**config.mk**
```make
export PLATFORM = sky130hd
export DESIGN_NAME = chan_err_injector
export DESIGN_NICKNAME = d
export VERILOG_FILES = /design/src/rtl/chan_pkg.sv /design/src/rtl/chan_lfsr.sv /design/src/rtl/chan_err_injector.sv
export SDC_FILE = /design/constraint.sdc
export NUM_CORES = 1
export LEC_CHECK = 0
export ABC_CLOCK_PERIOD_IN_PS = 5400
export CELL_PAD_IN_SITES_DETAIL_PLACEMENT = 1
export CELL_PAD_IN_SITES_GLOBAL_PLACEMENT = 1
export CORE_ASPECT_RATIO = 0.8
export CORE_MARGIN = 10
export CORE_UTILIZATION = 40
export CTS_CLUSTER_DIAMETER = 50
export DETAILED_ROUTE_END_ITERATION = 10
export GPL_TIMING_DRIVEN = 0
export PLACE_DENSITY_LB_ADDON = 0.25
export SETUP_SLACK_MARGIN = 0.3
export SYNTH_ARGS = -nofsm -noshare
export SYNTH_HDL_FRONTEND = slang
export SYNTH_HIERARCHICAL = 1
export SYNTH_SLANG_ARGS = --single-unit
```
**constraint.sdc**
```tcl
create_clock -name clk -period 5.4 [get_ports clk]
set_input_delay 0.81 -clock clk [delete_from_list [all_inputs] [get_ports clk]]
set_output_delay 0.81 -clock clk [all_outputs]
set_load 0.02 [all_outputs]
```
**src/rtl/chan_pkg.sv**
```systemverilog
// Shared types and helpers for the channel error injector.
// The CHAN_ERR_STATS_EN build of chan_err_injector uses popcount16 for its bit-flip statistics.
package chan_pkg;

   typedef enum logic [1:0] {
      CH_OFF      = 2'd0,
      CH_PERIODIC = 2'd1,
      CH_BURST    = 2'd2,
      CH_RANDOM   = 2'd3
   } chan_mode_e;

   typedef enum logic [1:0] {
      ST_RUN   = 2'd0,
      ST_BURST = 2'd1,
      ST_DONE  = 2'd2
   } chan_state_e;

   // x^16 + x^14 + x^13 + x^11 -> state bits 15, 13, 12, 10
   localparam logic [15:0] LFSR_TAPS = 16'hB400;

   function automatic logic [4:0] popcount16(input logic [15:0] v);
      logic [4:0] n;
      n = '0;
      for (int i = 0; i < 16; i++) begin
         n = n + 5'(v[i]);
      end
      return n;
   endfunction

endpackage

```
**src/rtl/chan_lfsr.sv**
```systemverilog
// 16-bit Fibonacci LFSR that steps once per enabled cycle; a zero seed is replaced by 1.
module chan_lfsr
   import chan_pkg::*;
#(
   parameter logic [15:0] SEED = 16'hACE1
) (
   input  logic        clk,
   input  logic        rst,
   input  logic        en,
   output logic [15:0] lfsr
);

   localparam logic [15:0] SEED_NZ = (SEED == 16'h0000) ? 16'h0001 : SEED;

   always_ff @(posedge clk or negedge rst) begin
      if (!rst) begin
         lfsr <= SEED_NZ;
      end else if (en) begin
         lfsr <= {lfsr[14:0], ^(lfsr & LFSR_TAPS)};
      end
   end

endmodule

```
**src/rtl/chan_err_injector.sv**
```systemverilog
// Channel model: registers each coded symbol and XOR-corrupts it inside an injection window.
// Define CHAN_ERR_STATS_EN to build the corrupted-symbol and flipped-bit counters.
//
// state    | meaning
// ---------+-------------------------------------------------------------
// ST_RUN   | inside window, waiting for a periodic/random trigger
// ST_BURST | burst mode, burst_rem more symbols still to corrupt
// ST_DONE  | WIN symbols seen; clean pass-through until reset
module chan_err_injector
   import chan_pkg::*;
#(
   parameter int          SYM_W       = 2,
   parameter int          PERIOD_LOG2 = 4,
   parameter int          BURST_LEN   = 3,
   parameter int          WIN         = 256,
   parameter logic [15:0] SEED        = 16'hACE1
) (
   input  logic             clk,
   input  logic             rst,
   input  logic [1:0]       cfg_mode,
   input  logic [SYM_W-1:0] cfg_mask,
   input  logic [7:0]       cfg_thresh,
   input  logic             valid_i,
   input  logic [SYM_W-1:0] sym_i,
   output logic             valid_o,
   output logic [SYM_W-1:0] sym_o,
   output logic [SYM_W-1:0] sym_clean_o,
   output logic             err_o,
   output logic             window_done,
   output logic [31:0]      sym_ct,
   output logic [15:0]      err_sym_ct,
   output logic [15:0]      bad_bit_ct
);

   localparam int BW = (BURST_LEN > 1) ? $clog2(BURST_LEN) : 1;

   chan_state_e   state, state_nxt;
   logic [BW-1:0] burst_rem, burst_rem_nxt;
   logic          corrupt;
   logic [15:0]   lfsr;
   chan_mode_e    mode;
   logic          in_win, last_sym, trig_p, trig_r;
   logic          unused_lfsr_hi;

   chan_lfsr #(.SEED(SEED)) u_lfsr (
      .clk  (clk),
      .rst  (rst),
      .en   (valid_i),
      .lfsr (lfsr)
   );

   assign mode           = chan_mode_e'(cfg_mode);
   assign in_win         = sym_ct < 32'(WIN);
   assign last_sym       = sym_ct == 32'(WIN - 1);
   assign trig_p         = (sym_ct[PERIOD_LOG2-1:0] == '1) && in_win;
   assign trig_r         = (lfsr[7:0] < cfg_thresh) && in_win;
   assign unused_lfsr_hi = ^lfsr[15:8];
   assign window_done    = (state == ST_DONE);

   always_ff @(posedge clk or negedge rst) begin
      if (!rst) begin
         state     <= ST_RUN;
         burst_rem <= '0;
      end else begin
         state     <= state_nxt;
         burst_rem <= burst_rem_nxt;
      end
   end

   always_comb begin
      state_nxt     = state;
      burst_rem_nxt = burst_rem;
      corrupt       = 1'b0;
      if (valid_i) begin
         case (state)
            ST_RUN: begin
               if ((mode == CH_PERIODIC && trig_p) || (mode == CH_RANDOM && trig_r)) begin
                  corrupt = 1'b1;
               end
               if (mode == CH_BURST && trig_p) begin
                  corrupt       = 1'b1;
                  burst_rem_nxt = BW'(BURST_LEN - 1);
                  if (BURST_LEN > 1) begin
                     state_nxt = ST_BURST;
                  end
               end
               if (last_sym) begin
                  state_nxt = ST_DONE;
               end
            end
            ST_BURST: begin
               // Leaving burst mode mid-burst abandons the remainder uncorrupted.
               if (mode != CH_BURST) begin
                  burst_rem_nxt = '0;
                  state_nxt     = last_sym ? ST_DONE : ST_RUN;
               end else begin
                  corrupt       = 1'b1;
                  burst_rem_nxt = burst_rem - BW'(1);
                  if (last_sym) begin
                     state_nxt = ST_DONE;
                  end else if (burst_rem == BW'(1)) begin
                     state_nxt = ST_RUN;
                  end
               end
            end
            ST_DONE: begin
               state_nxt = ST_DONE;
            end
            default: begin
               state_nxt = ST_RUN;
            end
         endcase
      end
   end

   always_ff @(posedge clk or negedge rst) begin
      if (!rst) begin
         valid_o     <= 1'b0;
         sym_o       <= '0;
         sym_clean_o <= '0;
         err_o       <= 1'b0;
         sym_ct      <= '0;
      end else begin
         valid_o <= valid_i;
         if (valid_i) begin
            sym_clean_o <= sym_i;
            sym_o       <= corrupt ? (sym_i ^ cfg_mask) : sym_i;
            err_o       <= corrupt && (cfg_mask != '0);
            if (sym_ct != '1) begin
               sym_ct <= sym_ct + 32'd1;
            end
         end else begin
            err_o <= 1'b0;
         end
      end
   end

`ifdef CHAN_ERR_STATS_EN
   logic [4:0]  mask_pop;
   logic [16:0] bad_sum;

   assign mask_pop = popcount16(16'(cfg_mask));
   assign bad_sum  = {1'b0, bad_bit_ct} + 17'(mask_pop);

   always_ff @(posedge clk or negedge rst) begin
      if (!rst) begin
         err_sym_ct <= '0;
         bad_bit_ct <= '0;
      end else if (valid_i && corrupt && (cfg_mask != '0)) begin
         if (err_sym_ct != '1) begin
            err_sym_ct <= err_sym_ct + 16'd1;
         end
         bad_bit_ct <= bad_sum[16] ? 16'hFFFF : bad_sum[15:0];
      end
   end
`else
   assign err_sym_ct = '0;
   assign bad_bit_ct = '0;
`endif

endmodule

```
# [Word level (Yosys, flattened, before mapping)]
# Index checks and enable logic that the tools add are counted.
[classes] add_sub_neg=2 order_cmp=2 eq_ne=13 muxes=17 bitwise_logic=1 n_reduce_logical=14
[op_table] cell="$add 32x1->32 const B" count=1
[op_table] cell="$eq 32x8->1 const B" count=1
[op_table] cell="$lt 32x9->1 const B" count=1
[op_table] cell="$ne 32x32->1 const B" count=1
[op_table] cell="$mux 2" count=9
[op_table] cell="$reduce_xor 16->1" count=1
[op_table] cell="$lt 8x8->1" count=1
[op_table] cell="$eq 2x1->1 const B" count=3
[op_table] cell="$eq 2x2->1 const B" count=3
[op_table] cell="$logic_and 1x1->1" count=6
[op_table] cell="$pmux 2 s3" count=1
[op_table] cell="$reduce_and 3->1" count=2
[op_table] cell="$mux 1" count=5
[op_table] cell="$eq 4x4->1 const B" count=1
[op_table] cell="$ne 2x2->1 const B" count=2
[op_table] cell="$ne 4x4->1 const B" count=1
[op_table] cell="$pmux 2 s2" count=1
[op_table] cell="$reduce_bool 2->1" count=2
[op_table] cell="$ne 3x3->1 const B" count=1
[op_table] cell="$logic_not 2->1" count=1
[op_table] cell="$pmux 1 s2" count=1
[op_table] cell="$reduce_and 2->1" count=1
[op_table] cell="$sub 2x1->2 const B" count=1
[op_table] cell="$xor 2x2->2" count=1
[op_table] cell="$logic_or 1x1->1" count=1
[totals] regBits=58 out_inout_bits=71 word_cells=57

# [Longest topological paths before layout]
# Gate-level depths: netlist of the first run.
[logic_depth] ltp_word=10 ltp_mapped=7 ltp_nobuf=7

# [Modules after synthesis]
# Netlist of the first run, hierarchy kept.
[by_module_without_submodules] module="chan_err_injector" instances=1 cells_each=272 area_each_um2=2582.5 seq_area_each_um2=1051.0
[by_module_without_submodules] module="chan_lfsr" instances=1 cells_each=38 area_each_um2=675.6 seq_area_each_um2=410.4

# [Worst setup path before layout of the first run]
# No wires, ideal clock.
[synth_timing] kind="reg2reg" start="register sym_ct[0]" end="register sym_ct[1]" arrival_time_ps=2160 setup_slack_ps=3115 stages_incl_launch_ff=6 path_buffers=0 cell_sequence="dfrtp_1 > ha_1 > nand3_2 > or3_4 > o41ai_4 > mux2_2"
[synth_between] elab_chain_len=2 word_cells_on_any_way=3 cone_classes="add/sub (1); eq/ne (1); reduce/logical (1)"
[synth_rtl] element="start: declaration" line_no="chan_err_injector.sv:30" rtl="output logic [31:0] sym_ct,"
[synth_rtl] element="start signal: assignment" line_no="chan_err_injector.sv:130" rtl="sym_ct <= sym_ct + 32'd1;"
[synth_rtl] element="branches (longest 2 deep; another with $add 32x1->32)"
# Several ways; the timed one is not identified.
# A chain may end at the register's enable or synchronous reset.

# [Final worst setup path of the first run]
[layout_timing] start="input port valid_i" end="register sym_ct[22]"
[layout_between] elab_chain_len=1
[layout_rtl] element="start: declaration" line_no="chan_err_injector.sv:23" rtl="input logic valid_i,"
[layout_rtl] element="$reduce_and 2->1 (no source line)"
# Every way passes these cells.

==> metrics, run 1 <==
vias in the first global route=2,778; critical path fanouts, max=8; Die Ht=~100 um; HPWL after DPL=6510 um; CP required=5.66 ns; Num CTS Buffers=9; DRT iter0 DRCs=102; crit share post-route=49.7%; Peak Freq=373 MHz; final hold violations=0; Max-cap violations=0; total power=1460 uW; fill count=875; overall routing resource usage=14.6%; die area=~12,000 sq um; GR Overflow Total=0; post-CTS setup buffer count=0; startpoint types=input port; Post-Synth Adder-Cell Area=3.46%; Period minus WS final=2.68 ns; first-pass GRT wire length=14,300 um; CTS H-tree depth=3; worst skew pair latency=0.34 ns; Vias per Instance=4.90; main combinational cell family by area after synthesis=simple AND/OR/NAND/NOR gates; Vias=about 2,600; num rows=29; Yosys top cell area share=38.4%; share of layout cells above drive strength 1=18.9%; initial antenna violation count=0; Max Root-Sink Buffers=2; Antenna Cells=0; Syn. warnings=6; post-synthesis simple-gate area fraction=18.4%; WL final=8550 um; routed length per instance=16.4 um; Post-Place Worst Slack=2.39 ns; critical path's top delay family=simple AND/OR/NAND/NOR gates; Hold Crit Class=input port to async pin; CP peak stage delay=a little over 0.7 ns; post-CTS sizing=0; Slew @ Worst Pin=about 1.3 ns; Primary FF master, synth=dfrtp_1; Post-DRT Antenna Nets=0; Arr. time, crit path=2.95 ns; area delta synth->final=31.1%; compound-cell area share of the yosys netlist=under 10%; status=complete, no violations; Synth async-reset ratio=100%; crit path max-delay cell type=clkdlybuf4s50_1; Worst VDD drop=0.178 mV; type of the worst setup path=input port to register; sequential element share of the synthesized area=about 45%; Final setup viols=0; normalized max-slew margin=15.7%; crit path buf inv count=1; P_leak=0.00196 uW; synth unique cells=45; Core ar.=7950 sq um; PortBufs=55; fin worst setup slack=approximately 2.7 ns; Slew Viols, Final=0; clk root buf=clkbuf_8; TritonRoute pass-1 iters=4; drt drc=0; I/O pin cnt=88; Setup TNS=0 ns; Pwr per Cell Area=341 nW/um^2; mean post-synth cell area=10.5 sq um; largest net degree at the start of global routing=38; chip width=121 um; CP Cell Sequence=clkdlybuf4s50_1, nand4_1, nor4_1, o31ai_1, nor2_1, xor2_1; area occupied by multi-input gates=1560 sq um; cell taking the most area after synthesis=dfrtp_1; Netlist Area Pre-Place=around 3300 sq um; Final Skew=0.00635 ns; clock slew at reported path FFs=0.07 ns; crit end category=register; unrepaired setup endpoints after global routing=no; register area=1460 sq um; Post-Synth XOR/XNOR Area=8.87%; CTS tree=done; Placer Congestion=0.844; ranking of synthesized cells by area=dfrtp_1 (38%), buf_4 (7.4%), dfstp_2 (6.5%); post-synthesis register bit count=58; hold-fix buffers at CTS=0; Initial Utilization=41.0%; NumNets Final=434; Post-synth EDFFs=0; mux contribution to synthesized area=6.45%; Mapped Cells=310; clk sinks=58
[logic make-up (layout without fill, tap and decap cells)]
kind of cell	count (synthesis)	count (layout)
AOI/OAI and AO/OA	31	31
muxes	16	16
adders and majority gates	9	9
xor gates and xnor gates	33	33
other	1	32
buffers and inverters	55	127
and+or+nand+nor	107	107
DFF	58	58
[final timing paths]
path	slack, ns	start	cells after the start	endpoint
worst max register to register	2.91	sym_ct[15]$_DFFE_PN0P_	5	sym_ct[12]$_DFFE_PN0P_
worst min-delay path	0.44	rst	1	sym_ct[4]$_DFFE_PN0P_
worst min register to register	0.47	burst_rem[0]$_DFFE_PN0P_	1	burst_rem[0]$_DFFE_PN0P_
max in group asynchronous	4.31	rst	2	u_lfsr/lfsr[0]$_DFFE_PN1P_
min in group clk	0.47	burst_rem[0]$_DFFE_PN0P_	1	burst_rem[0]$_DFFE_PN0P_
worst max-delay path	2.72	valid_i	6	sym_ct[22]$_DFFE_PN0P_
[cell type report]
class	instances	share of cell area, %
plain buffers	36	6.71
clock buffers	14	3.81
repair buffers	56	13.2
flip-flops and latches	58	34.2
multi-input cells	228	36.4
clock inverters	2	0.820
inverters	19	1.67
well taps	108	3.16
[cell usage after synthesis (all sizes together) (2+ instances only)]
master and n:
dfrtp 50, buf 35, xnor2 24, nand3 20
nor2 20, inv 19, mux2 16, nand2 16
nand4 10, a21oi 9, ha 9, xor2 9
dfstp 8, and4 7, nor3 7, and3 6
nor4 6, o21ai 6, nand2b 3, nor2b 3
or4 3, a31oi 2, and2 2, and4b 2
o21a 2, o221ai 2
[metrics by stage]
| step | utilization (%) | instances | area (sq um) | hold WS [ns] |
|---|---|---|---|---|
| detailed placement | 51.3 | 505 | 4080 | 0.469 |
| global route | 53.8 | 521 | 4270 | 0.480 |
| CTS | 53.8 | 521 | 4270 | 0.457 |
| floorplan | - | 341 | 3370 | 0.446 |
| global placement | 51.1 | 504 | 4060 | 0.465 |
| finish | 53.8 | 521 | 4270 | 0.439 |
[cells in the final DEF, fill, tap and decap left out, drive strengths merged, types with 2 or more instances in the layout]
cell type,instances
and2,2
o21a,2
nand2b,3
nand4,10
nor4,6
nand2,16
xnor2,24
and3,6
ha,9
dfrtp,50
conb,32
and4,7
o221ai,2
a31oi,2
nand3,20
inv,19
dfstp,8
nor2b,3
clkbuf,15
nor3,7
xor2,9
or4,3
and4b,2
o21ai,6
buf,37
clkdlybuf4s50,54
a21oi,9
mux2,16
nor2,20
[state kept, by name, summed over array words and instances (netlist names)]
signal,flops
burst_rem,2
sym_clean_o,2
valid_o,1
sym_o,2
err_o,1
sym_ct,32
u_lfsr/lfsr,16
state,2
[worst reg2reg max path, cell delays in order, from the launching register on]
cell,delay (ns)
dfrtp_1,0.47
and4_1,0.35
nand4_1,0.34
o311ai_0,0.86
nor2_1,0.14
xor2_1,0.19
[layer usage]
layer / vias to the layer above / track usage (%) / wire [um]
met4: 0 / 4.81 / 104
met5: - / 0 / 0
met2: 80 / 24.6 / 4190
met1: 1233 / 16.7 / 3570
li1: 1228 / - / -
met3: 10 / 5.71 / 694
[where the power goes]
part / switching (uW) / internal [uW]
Sequential: 92.9 / 551
Combinational: 185 / 221
Clock: 168 / 238
No activity file was read; power rests on OpenSTA's default activity.
==> run 2: changes to the inputs <==
ABC_CLOCK_PERIOD_IN_PS = 2600   (was 5400)
CORE_UTILIZATION = 37   (was 40)
clock period = 2.6 ns   (was 5.4 ns; I/O delays follow)
==> run 2 against run 1 <==
Net effect:
- combinational power grew 110%
- via count grew 0.51%
- non-clock buffer count grew 4
- sequential share of layout area shrank 0.77 points
- global-route usage shrank 1.1 points
- critical endpoint is now sym_ct[1]$_DFFE_PN0P_
- largest power group unchanged
==> metrics, run 2 (synthesis gave the netlist of run 1 again) <==
Final Skew=0.00851 ns (+0.00216 ns); CP peak stage delay=0.49 ns (-0.23 ns); most frequent CP cell=buf_4; PortBufs=55 (unchanged); status=complete, no violations; fill count=970 (+11%); Vias per Instance=4.85 (-1.0%); hold-fix buffers at CTS=0 (unchanged); unrepaired setup endpoints after global routing=no; Peak Freq=463 MHz; fin cells=529 (+1.5%); fin worst setup slack=0.439 ns (-2.28 ns); type of the worst setup path=register to register; WL final=8580 um (+0.32%); crit path buf inv count=3 (+2); Core ar.=8520 sq um (+7.2%); GR Overflow Total=0 (unchanged); most common cell after layout, fill and taps aside=clkdlybuf4s50_1; Period minus WS final=2.16 ns; startpoint types=register; CP required=2.83 ns (-2.83 ns); first-pass GRT wire length=14,700 um (+2.6%); DRT iter0 DRCs=113 (+11%); Initial Utilization=38.2% (-2.8 points); crit path max-delay cell type=dfrtp_1; placed cell count=509 (+0.79%); Placed Area=4080 sq um (+0.12%); crit share post-route=83.1%; Hold Crit Class=input port to async pin; Slew Viols, Final=0 (unchanged); Num CTS Buffers=9 (unchanged); Pwr per Cell Area=725 nW/um^2 (+110%); Placer Congestion=0.841 (-0.36%); Final setup viols=0 (unchanged); Worst VDD drop=0.403 mV (+130%); Post-DRT Antenna Nets=0 (unchanged); Post-Place Worst Slack=-0.101 ns (-2.49 ns); Max Root-Sink Buffers=2 (unchanged); Slew @ Worst Pin=0.740 ns (-0.513 ns); critical path's top delay family=buffers and inverters; P_leak=0.00200 uW (+1.8%); drt drc=0 (unchanged); die area=13,000 sq um (+6.6%); most frequent cells in the layout=clkdlybuf4s50_1 (54), dfrtp_1 (50), buf_4 (36); routed length per instance=16.2 um (-1.2%); post-route cell area=4370 sq um (+2.3%); vias in the first global route=2,828 (+1.8%); Setup TNS=0 ns (unchanged); clock slew at reported path FFs=0.07 ns (about the same); final hold violations=0 (unchanged); area delta synth->final=34.2%; largest net degree at the start of global routing=32 (-16%); I/O pin cnt=88 (unchanged); chip width=125 um (+3.3%); clk root buf=clkbuf_8; Arr. time, crit path=2.39 ns (-0.56 ns); initial antenna violation count=0 (unchanged); top flop regs=sym_ct (32), u_lfsr/lfsr (16); clk sinks=58 (unchanged); total power=3170 uW (+120%); Antenna Cells=0 (unchanged); critical path fanouts, max=7 (-1); Largest Register=sym_ct; max reg flops=32 (unchanged); CTS tree=done; normalized max-slew margin=50.2% (+35 points); Vias=2,564 (+0.51%); NumNets Final=438 (+0.92%); overall routing resource usage=13.5% (-1.1 points); crit end category=register; Max-cap violations=0 (unchanged); HPWL after DPL=6520 um (+0.10%); share of layout cells above drive strength 1=20.9% (+2.0 points); TritonRoute pass-1 iters=6 (+2); CP Cell Sequence=and4_1, nand4_1, buf_4, buf_4, o41ai_4, buf_4, mux2_2; Die Ht=104 um (+3.2%); num rows=30 (+3.4%); CTS H-tree depth=3 (unchanged); worst skew pair latency=0.34 ns (about the same)
-- run 2: cell count changes in the layout (fill, tap and decap cells not counted), sizes merged --
cell,delta
buf,+4
bufinv,+1
clkbuf,-2
clkinv,+1
-- run 2: power by group --
group          total, uW  internal [uW]  switching [uW]
clock network        960            592             368
registers           1340           1140             200
logic                867            477             389
total               3170           2210             958
-- run 2: timing repair --
item,4_1_cts,5_1_grt
buffers inserted,0,4
gates resized for setup,3,3
pin swaps,2,4
cloned,0,0
endpoints found under the setup margin,19,26
-- run 2: final timing paths --
kind,startpoint,end,slack (ns),cells after the start
max in group asynchronous,rst,sym_ct[19]$_DFFE_PN0P_,1.91,2
worst max-delay path,sym_ct[15]$_DFFE_PN0P_,sym_ct[1]$_DFFE_PN0P_,0.44,7
worst max register to register,sym_ct[15]$_DFFE_PN0P_,sym_ct[1]$_DFFE_PN0P_,0.44,7
worst min-delay path,rst,sym_clean_o[1]$_DFFE_PN0P_,0.08,1
worst min register to register,burst_rem[0]$_DFFE_PN0P_,burst_rem[0]$_DFFE_PN0P_,0.49,1
min in group clk,burst_rem[0]$_DFFE_PN0P_,burst_rem[0]$_DFFE_PN0P_,0.49,1
-- run 2: per-stage QoR --
stage	utilization [%]	hold slack (ns)
6_report	51.3	0.0836
5_1_grt	51.3	0.119
4_1_cts	50.7	0.0965
3_5_place_dp	47.9	0.477
3_3_place_gp	47.7	0.469
2_1_floorplan	-	0.0944
-- run 2: layer usage --
| metal | GRT usage, % | share of wire [%] | vias up |
|---|---|---|---|
| li1 | - | - | 1231 |
| met1 | 16.5 | 43 | 1257 |
| met2 | 21.5 | 48 | 68 |
| met3 | 5.30 | 7.2 | 8 |
| met4 | 4.27 | 1.1 | 0 |
| met5 | 0 | 0 | - |
-- run 2: layout make-up --
class                      count  area [sq um]  area share [%]
multi-input combinational    228          1590            36.3
sequential                    58          1460            33.4
timing repair buffer          60           596            13.6
buffer                        36           287            6.55
clock buffer                  12           155            3.55
tap                          112           140            3.21
clock inverter                 4          73.8            1.69
inverter                      19          71.3            1.63
==> run 3: changes to the inputs <==
ABC_CLOCK_PERIOD_IN_PS = 2100   (was 2600)
clock period = 2.1 ns   (was 2.6 ns; I/O delays follow)
==> run 3 against run 2 <==
Net effect:
- the run now ends with setup timing left
- fmax fell by 1.1%
- hold slack improved by 0.37 ns
- non-clock buffer count rose by 30
- flip-flop and latch count did not move
- worst setup slack got worse by 0.52 ns
- design area rose by 12%
- critical endpoint is now sym_ct[19]$_DFFE_PN0P_
==> metrics, run 3 (synthesis gave the netlist of run 1 again) <==
status=complete, but fails checks; failing checks=setup timing; Post-Place Worst Slack=-0.404 ns (-0.304 ns); num rows=30 (unchanged); worst skew pair latency=0.36 ns (+0.02 ns); Die Ht=104 um (unchanged); Vias=2,789 (+8.8%); chip width=125 um (unchanged); startpoint types=register; most common cell after layout, fill and taps aside=buf_4; Antenna Cells=0 (unchanged); Slew @ Worst Pin=0.620 ns (-0.120 ns); Hold Crit Class=input port to async pin; Final Skew=0.0138 ns (+0.00525 ns); overall routing resource usage=14.5% (+0.98 points); crit end category=register; Gate power share=33.9% (+6.6 points); largest net degree at the start of global routing=40 (+25%); clk root buf=clkbuf_8; PortBufs=55 (unchanged); Final setup viols=2 (+2); die area=13,000 sq um (unchanged); Core ar.=8520 sq um (unchanged); HPWL after DPL=6750 um (+3.5%); met1 usage in global routing=17.6% (+1.1 points); WL final=10,500 um (+23%); unrepaired setup endpoints after global routing=yes; Arr. time, crit path=2.43 ns (+0.04 ns); final hold violations=0 (unchanged); normalized max-slew margin=58.4% (+8.1 points); I/O pin cnt=88 (unchanged); Psw=1370 uW (+43%); clk sinks=58 (unchanged); Post-DRT Antenna Nets=0 (unchanged); gr busiest metal=met2; drt drc=0 (unchanged); fin worst setup slack=-0.0836 ns (-0.523 ns); Initial Utilization=38.2% (unchanged); Seq pwr share=42.3% (about the same); GR Overflow Total=0 (unchanged); Largest Register=sym_ct; Max Root-Sink Buffers=2 (unchanged); met2 Track Usage GR=23.5% (+2.1 points); share of layout cells above drive strength 1=40.0% (+19 points); top flop regs=sym_ct (32), u_lfsr/lfsr (16); vias in the first global route=2,904 (+2.7%); type of the worst setup path=register to register; initial antenna violation count=0 (unchanged); TritonRoute pass-1 iters=4 (-2); CTS H-tree depth=3 (unchanged); Vias per Instance=4.99 (+2.9%); Pwr per Cell Area=802 nW/um^2 (+11%); Period minus WS final=2.18 ns (+0.0230 ns); DRT iter0 DRCs=150 (+33%); area delta synth->final=49.9%; P_leak=0.00248 uW (+24%); NumNets Final=468 (+6.8%); crit share post-route=104% (+21 points); met3 usage=5.20% (-0.10 points); Num CTS Buffers=9 (unchanged); clock slew at reported path FFs=0.08 ns (about the same); fill count=914 (-5.8%); routed length per instance=18.9 um (+16%); Placer Congestion=0.765 (-9.1%); clock share of power=23.7% (-6.6 points); first-pass GRT wire length=15,700 um (+7.2%); Max-cap violations=0 (unchanged); Worst VDD drop=0.513 mV (+27%); cell internal pwr=2550 uW (+15%); max reg flops=32 (unchanged); final cell utilization of the core=57.3% (+6.0 points); Peak Freq=458 MHz (-1.1%); CTS tree=done; switching share of power=34.9% (+4.7 points); Slew Viols, Final=0 (unchanged); critical path fanouts, max=5 (-2); most frequent cells in the layout=buf_4 (61), dfrtp_1 (33), conb_1 (32); CP required=2.35 ns (-0.48 ns); total power=3920 uW (+23%)
-- run 3: cell count changes in the layout (fill, tap and decap cells not counted), sizes merged --
cell	delta
buf	+29
clkdlybuf4s50	-23
dlymetal6s2s	+18
dlygate4sd2	+5
clkbuf	-3
clkinvlp	+3
bufinv	-2
clkinv	+2
dlygate4sd3	+1
-- run 3: critical path, stage by stage (launching register included) --
cell	delay, ns
dfrtp_2	0.50
nand2_2	0.16
or3_4	0.40
o41a_1	0.54
buf_6	0.20
nand3_1	0.13
xnor2_1	0.16
-- run 3: routing by layer --
| layer | part of all wire, % | wire [um] | vias to the layer above |
|---|---|---|---|
| li1 | - | - | 1294 |
| met4 | 1.8 | 194 | 0 |
| met1 | 42 | 4450 | 1390 |
| met2 | 50 | 5230 | 87 |
| met3 | 6.3 | 668 | 18 |
| met5 | 0 | 0 | - |
-- run 3: cell type report --
cell class | count | area (sq um) | share of cell area, %
Buffer | 36 | 288 | 5.89
Clock buffer | 9 | 124 | 2.54
Clock inverter | 7 | 46.3 | 0.948
Inverter | 19 | 71.3 | 1.46
Multi-Input combinational cell | 228 | 1850 | 37.9
Sequential cell | 58 | 1480 | 30.4
Tap cell | 112 | 140 | 2.87
Timing Repair Buffer | 90 | 881 | 18.0
-- run 3: power groups by stage --
stage	clock (uW)	combinational, uW	sequential, uW
5_1_grt	1000	1460	1700
2_1_floorplan	0	684	1720
3_5_place_dp	0	1100	1700
4_1_cts	937	1220	1650
6_report	930	1330	1660
3_3_place_gp	0	1060	1680
-- run 3: through the flow --
| step | cell area [sq um] | TNS [ns] | hold slack (ns) | std cells |
|---|---|---|---|---|
| 2_1_floorplan | 3460 | 0 | 0.0194 | 341 |
| 3_3_place_gp | 4160 | -70.56 | 0.467 | 508 |
| 4_1_cts | 4580 | 0 | 0.471 | 544 |
| 6_report | 4880 | -0.0862 | 0.457 | 559 |
| 5_1_grt | 4880 | -0.425 | 0.510 | 559 |
| 3_5_place_dp | 4170 | -5.14 | 0.313 | 509 |
-- run 3: worst paths after layout --
path                                     startpoint                    endpoint  slack [ns]  cells past startpoint
hold reg to reg            burst_rem[1]$_DFFE_PN0P_    burst_rem[1]$_DFFE_PN0P_        0.49                      1
hold / removal                                  rst      sym_ct[21]$_DFFE_PN0P_        0.46                      2
setup reg to reg              sym_ct[9]$_DFFE_PN0P_      sym_ct[19]$_DFFE_PN0P_       -0.08                      6
min in group clk           burst_rem[1]$_DFFE_PN0P_    burst_rem[1]$_DFFE_PN0P_        0.49                      1
setup / recovery              sym_ct[9]$_DFFE_PN0P_      sym_ct[19]$_DFFE_PN0P_       -0.08                      6
max in group asynchronous                       rst  u_lfsr/lfsr[6]$_DFFE_PN1P_        0.98                      3
-- run 3: timing repair --
action | in CTS | in global routing
hold buffers | 1 | 0
gates cloned | 1 | 0
endpoints found under the setup margin | 46 | 49
setup buffers | 17 | 15
hold endpoints to repair | 19 | 0
resized for setup | 38 | 52
pin swaps | 7 | 25
